`config.mk`:
```
export PLATFORM = sky130hd
export DESIGN_NAME = cim_noc_system
export DESIGN_NICKNAME = d
export VERILOG_FILES = /design/src/rtl/cim_noc_pkg.sv /design/src/rtl/cim_noc_system_flit_fifo.sv /design/src/rtl/cim_noc_system.sv
export SDC_FILE = /design/constraint.sdc
export NUM_CORES = 1
export LEC_CHECK = 0
export CAP_MARGIN = 20
export CELL_PAD_IN_SITES_DETAIL_PLACEMENT = 2
export CELL_PAD_IN_SITES_GLOBAL_PLACEMENT = 2
export CORE_MARGIN = 3
export CORE_UTILIZATION = 35
export DETAILED_ROUTE_END_ITERATION = 7
export PLACE_DENSITY = 0.66
export REMOVE_ABC_BUFFERS = 1
export SLEW_MARGIN = 20
export SYNTH_ARGS = -nofsm -noshare
export SYNTH_HDL_FRONTEND = slang
export SYNTH_SLANG_ARGS = --single-unit
```
`constraint.sdc`:
```
create_clock -name clk -period 5.35 [get_ports clk]
set_input_delay 1.07 -clock clk [delete_from_list [all_inputs] [get_ports clk]]
set_output_delay 1.07 -clock clk [all_outputs]
set_load 0.05 [all_outputs]
```
`src/rtl/cim_noc_pkg.sv`:
```
// Shared flit-format definitions and route FSM states for the CIM packet switch.
package cim_noc_pkg;

    localparam logic [1:0] FT_BODY   = 2'b00;
    localparam logic [1:0] FT_HEAD   = 2'b01;
    localparam logic [1:0] FT_TAIL   = 2'b10;
    localparam logic [1:0] FT_SINGLE = 2'b11;

    typedef enum logic [1:0] {
        ST_IDLE  = 2'd0,
        ST_LOCK0 = 2'd1,
        ST_LOCK1 = 2'd2
    } route_st_e;

    // Both helpers take the three flit MSBs: {type[1:0], dest}.
    function automatic logic [1:0] flit_type(input logic [2:0] flit);
        return flit[2:1];
    endfunction

    function automatic logic flit_dest(input logic [2:0] flit);
        return flit[0];
    endfunction

endpackage

```
`src/rtl/cim_noc_system_flit_fifo.sv`:
```
// First-word fall-through flit FIFO; head reads as zero while empty.
module flit_fifo #(
    parameter int DW    = 32,
    parameter int DEPTH = 16
) (
    input  logic          clk,
    input  logic          rst,
    input  logic          push_i,
    input  logic [DW-1:0] data_i,
    input  logic          pop_i,
    output logic [DW-1:0] data_o,
    output logic          full_o,
    output logic          empty_o
);
    localparam int AW = $clog2(DEPTH);

    // Pointers carry one wrap bit so full and empty are distinguishable.
    logic [AW:0]   wptr_q, wptr_d, rptr_q, rptr_d;
    logic [DW-1:0] mem_q [DEPTH];
    logic          do_push, do_pop;

    assign empty_o = (wptr_q == rptr_q);
    assign full_o  = (wptr_q[AW] != rptr_q[AW]) && (wptr_q[AW-1:0] == rptr_q[AW-1:0]);
    assign do_push = push_i & ~full_o;
    assign do_pop  = pop_i & ~empty_o;
    assign wptr_d  = wptr_q + {{AW{1'b0}}, do_push};
    assign rptr_d  = rptr_q + {{AW{1'b0}}, do_pop};
    assign data_o  = empty_o ? '0 : mem_q[rptr_q[AW-1:0]];

    always_ff @(posedge clk or posedge rst) begin
        if (rst) begin
            wptr_q <= '0;
            rptr_q <= '0;
        end else begin
            wptr_q <= wptr_d;
            rptr_q <= rptr_d;
        end
    end

    always_ff @(posedge clk) begin
        if (do_push) mem_q[wptr_q[AW-1:0]] <= data_i;
    end

endmodule

```
`src/rtl/cim_noc_system.sv`:
```
// Wormhole packet switch: one source stream routed to two sink FIFOs.
// Optional per-port delivered-packet counters under CIM_PKT_CNT_EN.
module cim_noc_system
    import cim_noc_pkg::*;
#(
    parameter int DW    = 32,
    parameter int DEPTH = 16
) (
    input  logic          clk,
    input  logic          rst,
    input  logic [DW-1:0] data_i_stab,
    input  logic          valid_i_stab,
    output logic          ready_o_stab,
    output logic [DW-1:0] data_o_flee0,
    output logic [DW-1:0] data_o_flee1,
    output logic          valid_o_flee0,
    output logic          valid_o_flee1,
    input  logic          ready_i_flee0,
    input  logic          ready_i_flee1
`ifdef CIM_PKT_CNT_EN
    ,
    output logic [31:0]   pkt_cnt_flee0,
    output logic [31:0]   pkt_cnt_flee1
`endif
);
    route_st_e  state_q, state_d;
    logic [1:0] ftype;
    logic       fdest, rdy, acc;
    logic [1:0] push, full, empty;

    assign ftype = flit_type(data_i_stab[DW-1 -: 3]);
    assign fdest = flit_dest(data_i_stab[DW-1 -: 3]);
    assign acc   = valid_i_stab & rdy;
    assign ready_o_stab = rdy & ~rst;

    always_comb begin
        state_d = state_q;
        push    = '0;
        rdy     = 1'b0;
        unique case (state_q)
            ST_IDLE: begin
                if (ftype == FT_HEAD || ftype == FT_SINGLE) begin
                    rdy = ~full[fdest];
                    if (acc) begin
                        push[fdest] = 1'b1;
                        if (ftype == FT_HEAD) state_d = fdest ? ST_LOCK1 : ST_LOCK0;
                    end
                end else begin
                    rdy = 1'b1;  // stray body/tail: swallow it
                end
            end
            ST_LOCK0, ST_LOCK1: begin
                rdy = ~full[state_q == ST_LOCK1];
                if (acc) begin
                    push[state_q == ST_LOCK1] = 1'b1;
                    if (ftype == FT_TAIL) state_d = ST_IDLE;
                end
            end
            default: state_d = ST_IDLE;
        endcase
    end

    always_ff @(posedge clk or posedge rst) begin
        if (rst) state_q <= ST_IDLE;
        else     state_q <= state_d;
    end

    flit_fifo #(.DW(DW), .DEPTH(DEPTH)) u_fifo0 (
        .clk(clk), .rst(rst), .push_i(push[0]), .data_i(data_i_stab),
        .pop_i(ready_i_flee0), .data_o(data_o_flee0), .full_o(full[0]), .empty_o(empty[0])
    );

    flit_fifo #(.DW(DW), .DEPTH(DEPTH)) u_fifo1 (
        .clk(clk), .rst(rst), .push_i(push[1]), .data_i(data_i_stab),
        .pop_i(ready_i_flee1), .data_o(data_o_flee1), .full_o(full[1]), .empty_o(empty[1])
    );

    assign valid_o_flee0 = ~empty[0];
    assign valid_o_flee1 = ~empty[1];

`ifdef CIM_PKT_CNT_EN
    logic [31:0] cnt0_q, cnt1_q;
    logic        eop0, eop1;
    logic [1:0]  otype0, otype1;

    assign otype0 = flit_type(data_o_flee0[DW-1 -: 3]);
    assign otype1 = flit_type(data_o_flee1[DW-1 -: 3]);
    assign eop0 = valid_o_flee0 & ready_i_flee0 & (otype0 == FT_TAIL || otype0 == FT_SINGLE);
    assign eop1 = valid_o_flee1 & ready_i_flee1 & (otype1 == FT_TAIL || otype1 == FT_SINGLE);

    always_ff @(posedge clk or posedge rst) begin
        if (rst) begin
            cnt0_q <= '0;
            cnt1_q <= '0;
        end else begin
            if (eop0) cnt0_q <= cnt0_q + 32'd1;
            if (eop1) cnt1_q <= cnt1_q + 32'd1;
        end
    end

    assign pkt_cnt_flee0 = cnt0_q;
    assign pkt_cnt_flee1 = cnt1_q;
`endif

endmodule

```
==> results.toml, run 1 <==
[die]
initial_core_util_pct = 35.5
fp.coreArea_sq_um = 113000
pin_count = 104
die_width_microns = 345
fp.dieH_microns = 345
die-area_sq_um = 119000
fp-row-count = 123

[clock_tree]
cts-root-buf = "clkbuf_16"
post_cts.repair.setup_buffers = 0
cts-buffers-inserted = 105
cts_tree = "yes"
clkTransAtPathRegs_ns = 0.06
htree_levels = 3
hold_buffers = 0
cts_sinks = 1046
clk_latency_ns = 0.68
cts_buffer_depth = 3
cts_resized = 0

[worst_setup_path]
crit_path_top_delay_cell = "dfrtp_4"
r2r_cells = 8
start_kind = "register"
worstSetupPathType = "register to output port"
cp_common_cell = "mux4_2"
crit_path_end_kind = "output port"
r2r_start = "state_q[1]$_DFFE_PP0P_"
worst_ep_arrival_time_ns = 3.93
path_cells = "buf_12 -> mux4_2 -> mux4_2 -> nor2b_1 -> clkdlybuf4s50_1"
regToRegSetupSlack_ns = 1.89
cp.required_ns = 4.28
cp_max_fo = 56
reg2reg_to = "u_fifo0.mem_q[5][25]$_DFFE_PP_"
max_stage_delay_ns = 0.72

[global_routing]
antenna_found_initial = 5
grt_pass1_wl_microns = 166000
grt_usage_pct = 19.3
grt_overflow = 0
grt_max_degree = 131
grt_pass1_vias = 21300

[synth]
synth_edf_count = 1024
synth_cells = 1648
syn_area_sq_um = 40300
synth_most_common_cell = "edfxtp_1"
ys_seq_elements = 1046
synth_commonest_cells = "edfxtp_1, mux4_2, nor2b_1, nor2_1"
yosys.cell_types.count = 37
yosys_warnings = 0
synth_ff_type = "edfxtp_1"
syn_area_per_cell_sq_um = 24.5
yosysSeqAreaShare_pct = 77.6
netlist.area_leader.share_pct = 76.3
async_reset_ff_share_pct = 2.10
ys_top_cells_by_area = "edfxtp_1, mux4_2, dfrtp_1"
synth_top_cell_by_area = "edfxtp_1"

[timing]
worstMarginPinSlew_ns = 0.956
fin_crit_ns = 5.00
hold_viol = 0
rsz0062_at_grt = "no"
period_share_pct = 93.4
fmax_mhz = 200
finalSetupViolations = 0
drv_slew = 0
max-slew-margin-rel_pct = 36.2
fin_setup_tns_ns = 0
skew_ns = 0.0220

[power]
total_leakage_power_nw = 14.4
ir_drop_uv = 513
p_per_area_nw_per_um2 = 570

[outcome]
status = "complete, no violations"

[hold_path]
hold_path_end = "u_fifo0.wptr_q[4]$_DFF_PP0_"
hold-path-cell-count = 1
hold_class = "register to register"
min_from = "u_fifo0.wptr_q[4]$_DFF_PP0_"

[finish]
fillers = 10300
final_cell_area_sq_um = 46800
seq_area_sq_um = 31300
multi_input_area_sq_um = 8710
drive_above_1_share_pct = 31.7
finalNetCount = 1873
syn2layout_area_growth_pct = 16.1

[place]
port_buffers = 103
placed_area_sq_um = 43500
dp_hpwl_microns = 60800
place_congestion = 0.714

[detailed_routing]
final_antenna_net_count = 0
drt-initial-drc-count = 1920
drt-pass1-iter-count = 5
routed_wl_microns = 115000
wl_per_cell_microns = 33.7
drc = 0
num_vias = 18700
vias_per_cell = 5.49

[flow_run]
drv_cap = 0
-- registers in the layout, summed over array words and instances (netlist names) --
name / cells
u_fifo0.wptr_q: 5
u_fifo0.rptr_q: 5
u_fifo1.rptr_q: 5
state_q: 2
u_fifo0.mem_q: 512
u_fifo1.wptr_q: 5
u_fifo1.mem_q: 512
-- routing by layer --
| layer | share of wire (%) | global-route usage (%) |
|---|---|---|
| met5 | 0.0061 | 0 |
| met1 | 40 | 24.9 |
| met3 | 5.3 | 3.40 |
| met4 | 2.3 | 4.86 |
| met2 | 53 | 33.8 |
-- through the flow --
stage                     hold slack (ns)  power (mW)  util, %  worst slack (ns)  cells
final                               0.502        26.7     41.3             0.353   3409
after global routing                0.537        27.7     41.3             0.139   3407
after CTS                           0.509        27.1     41.4             0.242   3407
after detailed placement            0.482        19.6     38.4             0.988   3218
after global placement              0.482        19.3     38.4              1.02   3218
after floorplan                     0.464        16.8        -             -3.26   1560
-- worst max path at each step --
stage	from	end	slack (ns)	cells after the start
floorplan	u_fifo0.rptr_q[0]$_DFF_PP0_	u_fifo0.mem_q[0][0]$_DFFE_PP_	-3.26	5
global route	u_fifo1.rptr_q[0]$_DFF_PP0_	data_o_flee1[28]	0.14	5
detailed placement	u_fifo1.rptr_q[0]$_DFF_PP0_	data_o_flee1[3]	0.99	5
finish	u_fifo1.rptr_q[0]$_DFF_PP0_	data_o_flee1[28]	0.35	5
global placement	u_fifo1.rptr_q[0]$_DFF_PP0_	data_o_flee1[3]	1.02	5
CTS	u_fifo1.rptr_q[0]$_DFF_PP0_	data_o_flee1[3]	0.24	5
-- where the power goes --
group	switching [mW]	internal (mW)
clock network	3.19	4.21
registers	0.306	9.40
logic	5.61	3.96
-- cell type report --
type	count	share of cell area, %
antenna	2	0.0107
clock buffer	129	6.03
clock inverter	60	1.20
inverter	9	0.0722
multi-input combinational	505	18.6
sequential	1046	66.9
tap	1500	4.01
timing repair buffer	158	3.14
-- cells in the final DEF (no fill, tap or decap), drive strengths merged, types with 2 or more instances in the layout --
cell type      instances
clkbuf               129
nor2b                 67
clkinv                40
nand2                  5
nand3                 10
a211oi                 4
ha                    11
inv                   11
diode                  2
buf                   85
o2111ai                2
nor2                  24
nand3b                 5
a21oi                  6
nand2b                 5
edfxtp              1024
xor2                  14
xnor2                  8
clkdlybuf4s50         73
or3b                   2
dfrtp                 22
bufinv                10
nor3                   9
o221ai                 2
and2b                  2
clkinvlp               8
mux4                 320
nor4                   2
-- worst max-delay path, delay by kind of cell, from the launching register on --
kind	cells	cell delay, ns
buf+inv	2	1.10
mux	2	1.12
simple gates	1	0.16
flops	1	0.72
-- cell families (layout without fill, tap and decap cells) --
family | Yosys count | count (layout) | share of synthesized area [%]
buffers and inverters | 97 | 356 | 1.31
other | 0 | 2 | 0
muxes | 320 | 320 | 17.9
AOI/OAI and AO/OA | 19 | 19 | 0.382
and+or+nand+nor | 133 | 133 | 1.96
adders and majority gates | 11 | 11 | 0.341
xor gates and xnor gates | 22 | 22 | 0.478
DFF | 1046 | 1046 | 77.6
(Power assumes the default switching activity.)
==> inputs of run 2 (changes only) <==
--- a/config.mk
+++ b/config.mk
@@ -8,11 +8,13 @@
 export CAP_MARGIN = 20
 export CELL_PAD_IN_SITES_DETAIL_PLACEMENT = 2
 export CELL_PAD_IN_SITES_GLOBAL_PLACEMENT = 2
+export CORE_ASPECT_RATIO = 1.5
 export CORE_MARGIN = 3
 export CORE_UTILIZATION = 35
 export DETAILED_ROUTE_END_ITERATION = 7
 export PLACE_DENSITY = 0.66
 export REMOVE_ABC_BUFFERS = 1
+export SKIP_LAST_GASP = 1
 export SLEW_MARGIN = 20
 export SYNTH_ARGS = -nofsm -noshare
 export SYNTH_HDL_FRONTEND = slang
==> run 2 against run 1 <==
Hold slack lost 0.0067 ns; count of clock-buffer cells in the layout shrank 1; core utilization shrank 0.058 points; sequential share of layout area is essentially flat; register-to-register slack lost 0.16 ns; global-route usage shrank 0.98 points; highest routed layer unchanged; via count shrank 1.9%; largest power group unchanged; final area is essentially flat; critical endpoint is now data_o_flee0[9]; worst setup slack lost 0.065 ns; clock power shrank 6.8%; non-clock buffer count grew 14.
==> results.toml, run 2 (synthesis results as in run 1) <==
[timing]
finalSetupViolations = 0
hold_viol = 0
skew_ns = 0.0175
worstMarginPinSlew_ns = 0.996
drv_slew = 0
max-slew-margin-rel_pct = 33.6
fmax_mhz = 198
fin_crit_ns = 5.06
period_share_pct = 94.6
holdWs_ns = 0.495
rsz0062_at_grt = "no"

[clock_tree]
cts_resized = 0
cts_sinks = 1046
cts-root-buf = "clkbuf_16"
post_cts.repair.setup_buffers = 0
clkTransAtPathRegs_ns = 0.06
clk_latency_ns = 0.69
hold_buffers = 0
cts_buffer_depth = 3
htree_levels = 3
cts_tree = "yes"
cts-buffers-inserted = 100

[detailed_routing]
drc = 0
routed_wl_microns = 108000
wl_per_cell_microns = 31.3
num_vias = 18400
drt-initial-drc-count = 1682
drt-pass1-iter-count = 5
final_antenna_net_count = 0
vias_per_cell = 5.32

[power]
ir_drop_uv = 368
total_leakage_power_nw = 14.4
p_per_area_nw_per_um2 = 559
p_total_mw = 26.1

[hold_path]
hold-path-cell-count = 1
hold_class = "register to register"

[global_routing]
grt_overflow = 0
antenna_found_initial = 5
grt_pass1_vias = 20700
grt_max_degree = 115
grt_usage_pct = 18.3
grt_pass1_wl_microns = 158000

[worst_setup_path]
r2r_cells = 6
max_stage_delay_ns = 0.92
cp_common_cell = "mux4_2"
start_kind = "register"
cp_num_buf_inv = 2
worst_ep_arrival_time_ns = 3.99
worstSetupPathType = "register to output port"
critPathTopFamily = "buffers and inverters"
cp_max_fo = 114
path_cells = "buf_12 -> mux4_2 -> mux4_2 -> nor2b_1 -> clkdlybuf4s50_1"
cp.depth = 5
crit_path_end_kind = "output port"
crit_path_top_delay_cell = "clkdlybuf4s50_1"
cp.required_ns = 4.28

[place]
place_congestion = 0.733
port_buffers = 103
dp_hpwl_microns = 62800

[die]
fp.coreArea_sq_um = 114000
die_width_microns = 283
initial_core_util_pct = 35.5
pin_count = 104
fp.dieH_microns = 422
fp-row-count = 151
die-area_sq_um = 119000

[finish]
syn2layout_area_growth_pct = 16.1
seq_area_sq_um = 31300
drive_above_1_share_pct = 31.6
final_util_pct = 41.2
layout_commonest_cell = "edfxtp_1"
multi_input_area_sq_um = 8710
fillers = 10300
finalNetCount = 1882
final_cell_mix = "edfxtp_1, mux4_2, clkbuf_16"

[outcome]
status = "complete, no violations"

[flow_run]
drv_cap = 0
==> run 2: metrics by stage <==
stage | area (sq um) | std cells | setup TNS, ns | setup slack [ns]
final | 46800 | 3451 | 0 | 0.288
after CTS | 46900 | 3449 | 0 | 0.211
after global placement | 43800 | 3262 | 0 | 0.861
after floorplan | 39800 | 1560 | -2712.76 | -3.26
after global routing | 46800 | 3449 | 0 | 0.185
after detailed placement | 43800 | 3262 | 0 | 0.672
==> run 2: cell type report <==
type	instances	share of cell area (%)
timing repair buffer	172	3.56
clock inverter	59	0.939
tap	1530	4.09
multi-input combinational	505	18.6
clock buffer	128	5.77
inverter	9	0.0722
sequential	1046	66.9
antenna	2	0.0107
==> run 2: layer usage <==
layer | part of all wire (%) | vias to the layer above | GRT usage, %
met5 | 0.037 | - | 0
met4 | 3.1 | 6 | 6.39
met3 | 4.2 | 161 | 2.31
met2 | 54 | 555 | 33.0
met1 | 38 | 10200 | 22.7
li1 | - | 7443 | -
==> run 2: worst paths after layout <==
kind                                             startpoint                              to  slack, ns
max in group asynchronous                               rst     u_fifo1.rptr_q[1]$_DFF_PP0_       3.70
worst min register to register  u_fifo0.rptr_q[4]$_DFF_PP0_     u_fifo0.rptr_q[4]$_DFF_PP0_       0.50
worst max-delay path            u_fifo0.rptr_q[1]$_DFF_PP0_                 data_o_flee0[9]       0.29
worst min-delay path            u_fifo0.rptr_q[4]$_DFF_PP0_     u_fifo0.rptr_q[4]$_DFF_PP0_       0.50
worst max register to register  u_fifo1.rptr_q[0]$_DFF_PP0_  u_fifo1.mem_q[6][22]$_DFFE_PP_       1.73
min in group asynchronous                               rst     u_fifo0.wptr_q[2]$_DFF_PP0_       0.96
==> run 2: where the power goes <==
part / switching (mW) / leakage (nW) / internal, mW
logic: 5.42 / 3.40 / 4.00
clock network: 3.09 / 1.54 / 3.81
registers: 0.423 / 9.47 / 9.40
==> inputs of run 3 (changes only) <==
==> constraint.sdc (replaced) <==
create_clock -name clk -period 6.03 [get_ports clk]
set_input_delay 1.206 -clock clk [delete_from_list [all_inputs] [get_ports clk]]
set_output_delay 1.206 -clock clk [all_outputs]
set_load 0.05 [all_outputs]
==> run 3 against run 2 <==
Clock skew up 0.016 ns; total power fell by 11%; die area unchanged; sequential share of layout area grew 0.24 points; clock power shrank 8.7%; largest power group unchanged; highest routed layer unchanged.
==> results.toml, run 3 (synthesis results as in run 1) <==
[outcome]
status = "complete, no violations"

[die]
die_width_microns = 283
die-area_sq_um = 119000
initial_core_util_pct = 35.5
fp.coreArea_sq_um = 114000
pin_count = 104
fp-row-count = 151
fp.dieH_microns = 422

[finish]
layout_commonest_cell = "edfxtp_1"
fillers = 10400
finalNetCount = 1865
multi_input_area_sq_um = 8710
final_util_pct = 41.1
instances_no_fill = 3433
final_cell_mix = "edfxtp_1, mux4_2, clkbuf_16"
final_cell_area_sq_um = 46600
drive_above_1_share_pct = 30.6
seq_area_sq_um = 31300
syn2layout_area_growth_pct = 15.6

[global_routing]
antenna_found_initial = 7
grt_overflow = 0
grt_max_degree = 131
grt_pass1_vias = 21000
grt_pass1_wl_microns = 160000
grt_usage_pct = 18.6

[worst_setup_path]
cp.required_ns = 4.82
worst_ep_arrival_time_ns = 4.09
worstSetupPathType = "register to output port"
crit_path_end_kind = "output port"
cp-startpoint = "u_fifo1.rptr_q[0]$_DFF_PP0_"
start_kind = "register"
r2r_start = "u_fifo0.rptr_q[0]$_DFF_PP0_"
cp_max_fo = 68

[timing]
drv_slew = 0
finalSetupViolations = 0
max-slew-margin-rel_pct = 35.7
fmax_mhz = 189
worstMarginPinSlew_ns = 0.965
fin_setup_tns_ns = 0
period_share_pct = 87.8
hold_viol = 0
rsz0062_at_grt = "no"
skew_ns = 0.0338
fin_crit_ns = 5.29

[clock_tree]
clk_latency_ns = 0.71
cts_resized = 0
hold_buffers = 0
cts-buffers-inserted = 100
htree_levels = 3
post_cts.repair.setup_buffers = 0
clkTransAtPathRegs_ns = 0.06
cts_tree = "yes"
cts_buffer_depth = 3
cts-root-buf = "clkbuf_16"
cts_sinks = 1046

[detailed_routing]
routed_wl_microns = 110000
highest_layer = "met5"
num_vias = 18300
final_antenna_net_count = 0
drt-pass1-iter-count = 5
vias_per_cell = 5.34
drt-initial-drc-count = 1644
wl_per_cell_microns = 32.1
drc = 0
dr_wl_met2_microns = 60600
wl_met1_microns = 42500
met3_length_microns = 4180

[place]
placedCellCount = 3245
placed_area_sq_um = 43500
port_buffers = 103
dp_hpwl_microns = 60700
place_congestion = 0.715

[hold_path]
hold_class = "register to register"
min_from = "u_fifo1.wptr_q[4]$_DFF_PP0_"

[flow_run]
drv_cap = 0

[power]
ir_drop_uv = 448
p_per_area_nw_per_um2 = 500
total_leakage_power_nw = 14.3
run 3: changes by cell type in the layout (fill, tap and decap cells not counted), sizes merged:
cell      before  now
clkinv        44   36
bufinv         5    8
buf           99   82
diode          2    4
clkbuf       128  137
inv           16   11
clkinvlp       3    1
run 3: layout make-up:
type	instances	share of cell area (%)
Clock inverter	47	1.08
Timing Repair Buffer	155	3.05
Multi-Input combinational cell	505	18.7
Tap cell	1530	4.11
Sequential cell	1046	67.2
Antenna cell	4	0.0215
Clock buffer	137	5.80
Inverter	9	0.0725
run 3: worst max-delay path, cell delays in order, from the launching register on:
cell	delay [ns]
dfrtp_4	0.74
buf_12	0.50
mux4_2	0.63
mux4_2	0.54
nor2b_1	0.17
clkdlybuf4s50_1	0.73
run 3: routing by layer:
| layer | GRT usage [%] | vias to the layer above |
|---|---|---|
| met1 | 22.7 | 10200 |
| met2 | 34.2 | 529 |
| met5 | 0 | - |
| met3 | 2.39 | 158 |
| met4 | 6.06 | 2 |
| li1 | - | 7393 |
run 3: final timing paths:
check | slack (ns) | cells after the start | end
max in group asynchronous | 4.26 | 2 | u_fifo1.rptr_q[0]$_DFF_PP0_
worst min-delay path | 0.49 | 1 | u_fifo1.wptr_q[4]$_DFF_PP0_
worst min register to register | 0.49 | 1 | u_fifo1.wptr_q[4]$_DFF_PP0_
worst max register to register | 2.42 | 6 | u_fifo0.mem_q[6][0]$_DFFE_PP_
worst max-delay path | 0.74 | 5 | data_o_flee1[27]
min in group asynchronous | 1.09 | 2 | state_q[0]$_DFFE_PP0P_
run 3: per-stage QoR:
| stage | hold WS [ns] | power (mW) | worst slack, ns |
|---|---|---|---|
| 2_1_floorplan | 0.464 | 14.9 | -2.58 |
| 3_3_place_gp | 0.479 | 17.1 | 1.39 |
| 3_5_place_dp | 0.481 | 17.3 | 1.11 |
| 4_1_cts | 0.493 | 23.7 | 0.608 |
| 5_1_grt | 0.526 | 24.2 | 0.521 |
| 6_report | 0.486 | 23.3 | 0.738 |
run 3: power by group:
part | internal [mW] | switching (mW) | leakage, nW
Sequential | 8.34 | 0.335 | 9.47
Combinational | 3.50 | 4.81 | 3.29
Clock | 3.50 | 2.80 | 1.55
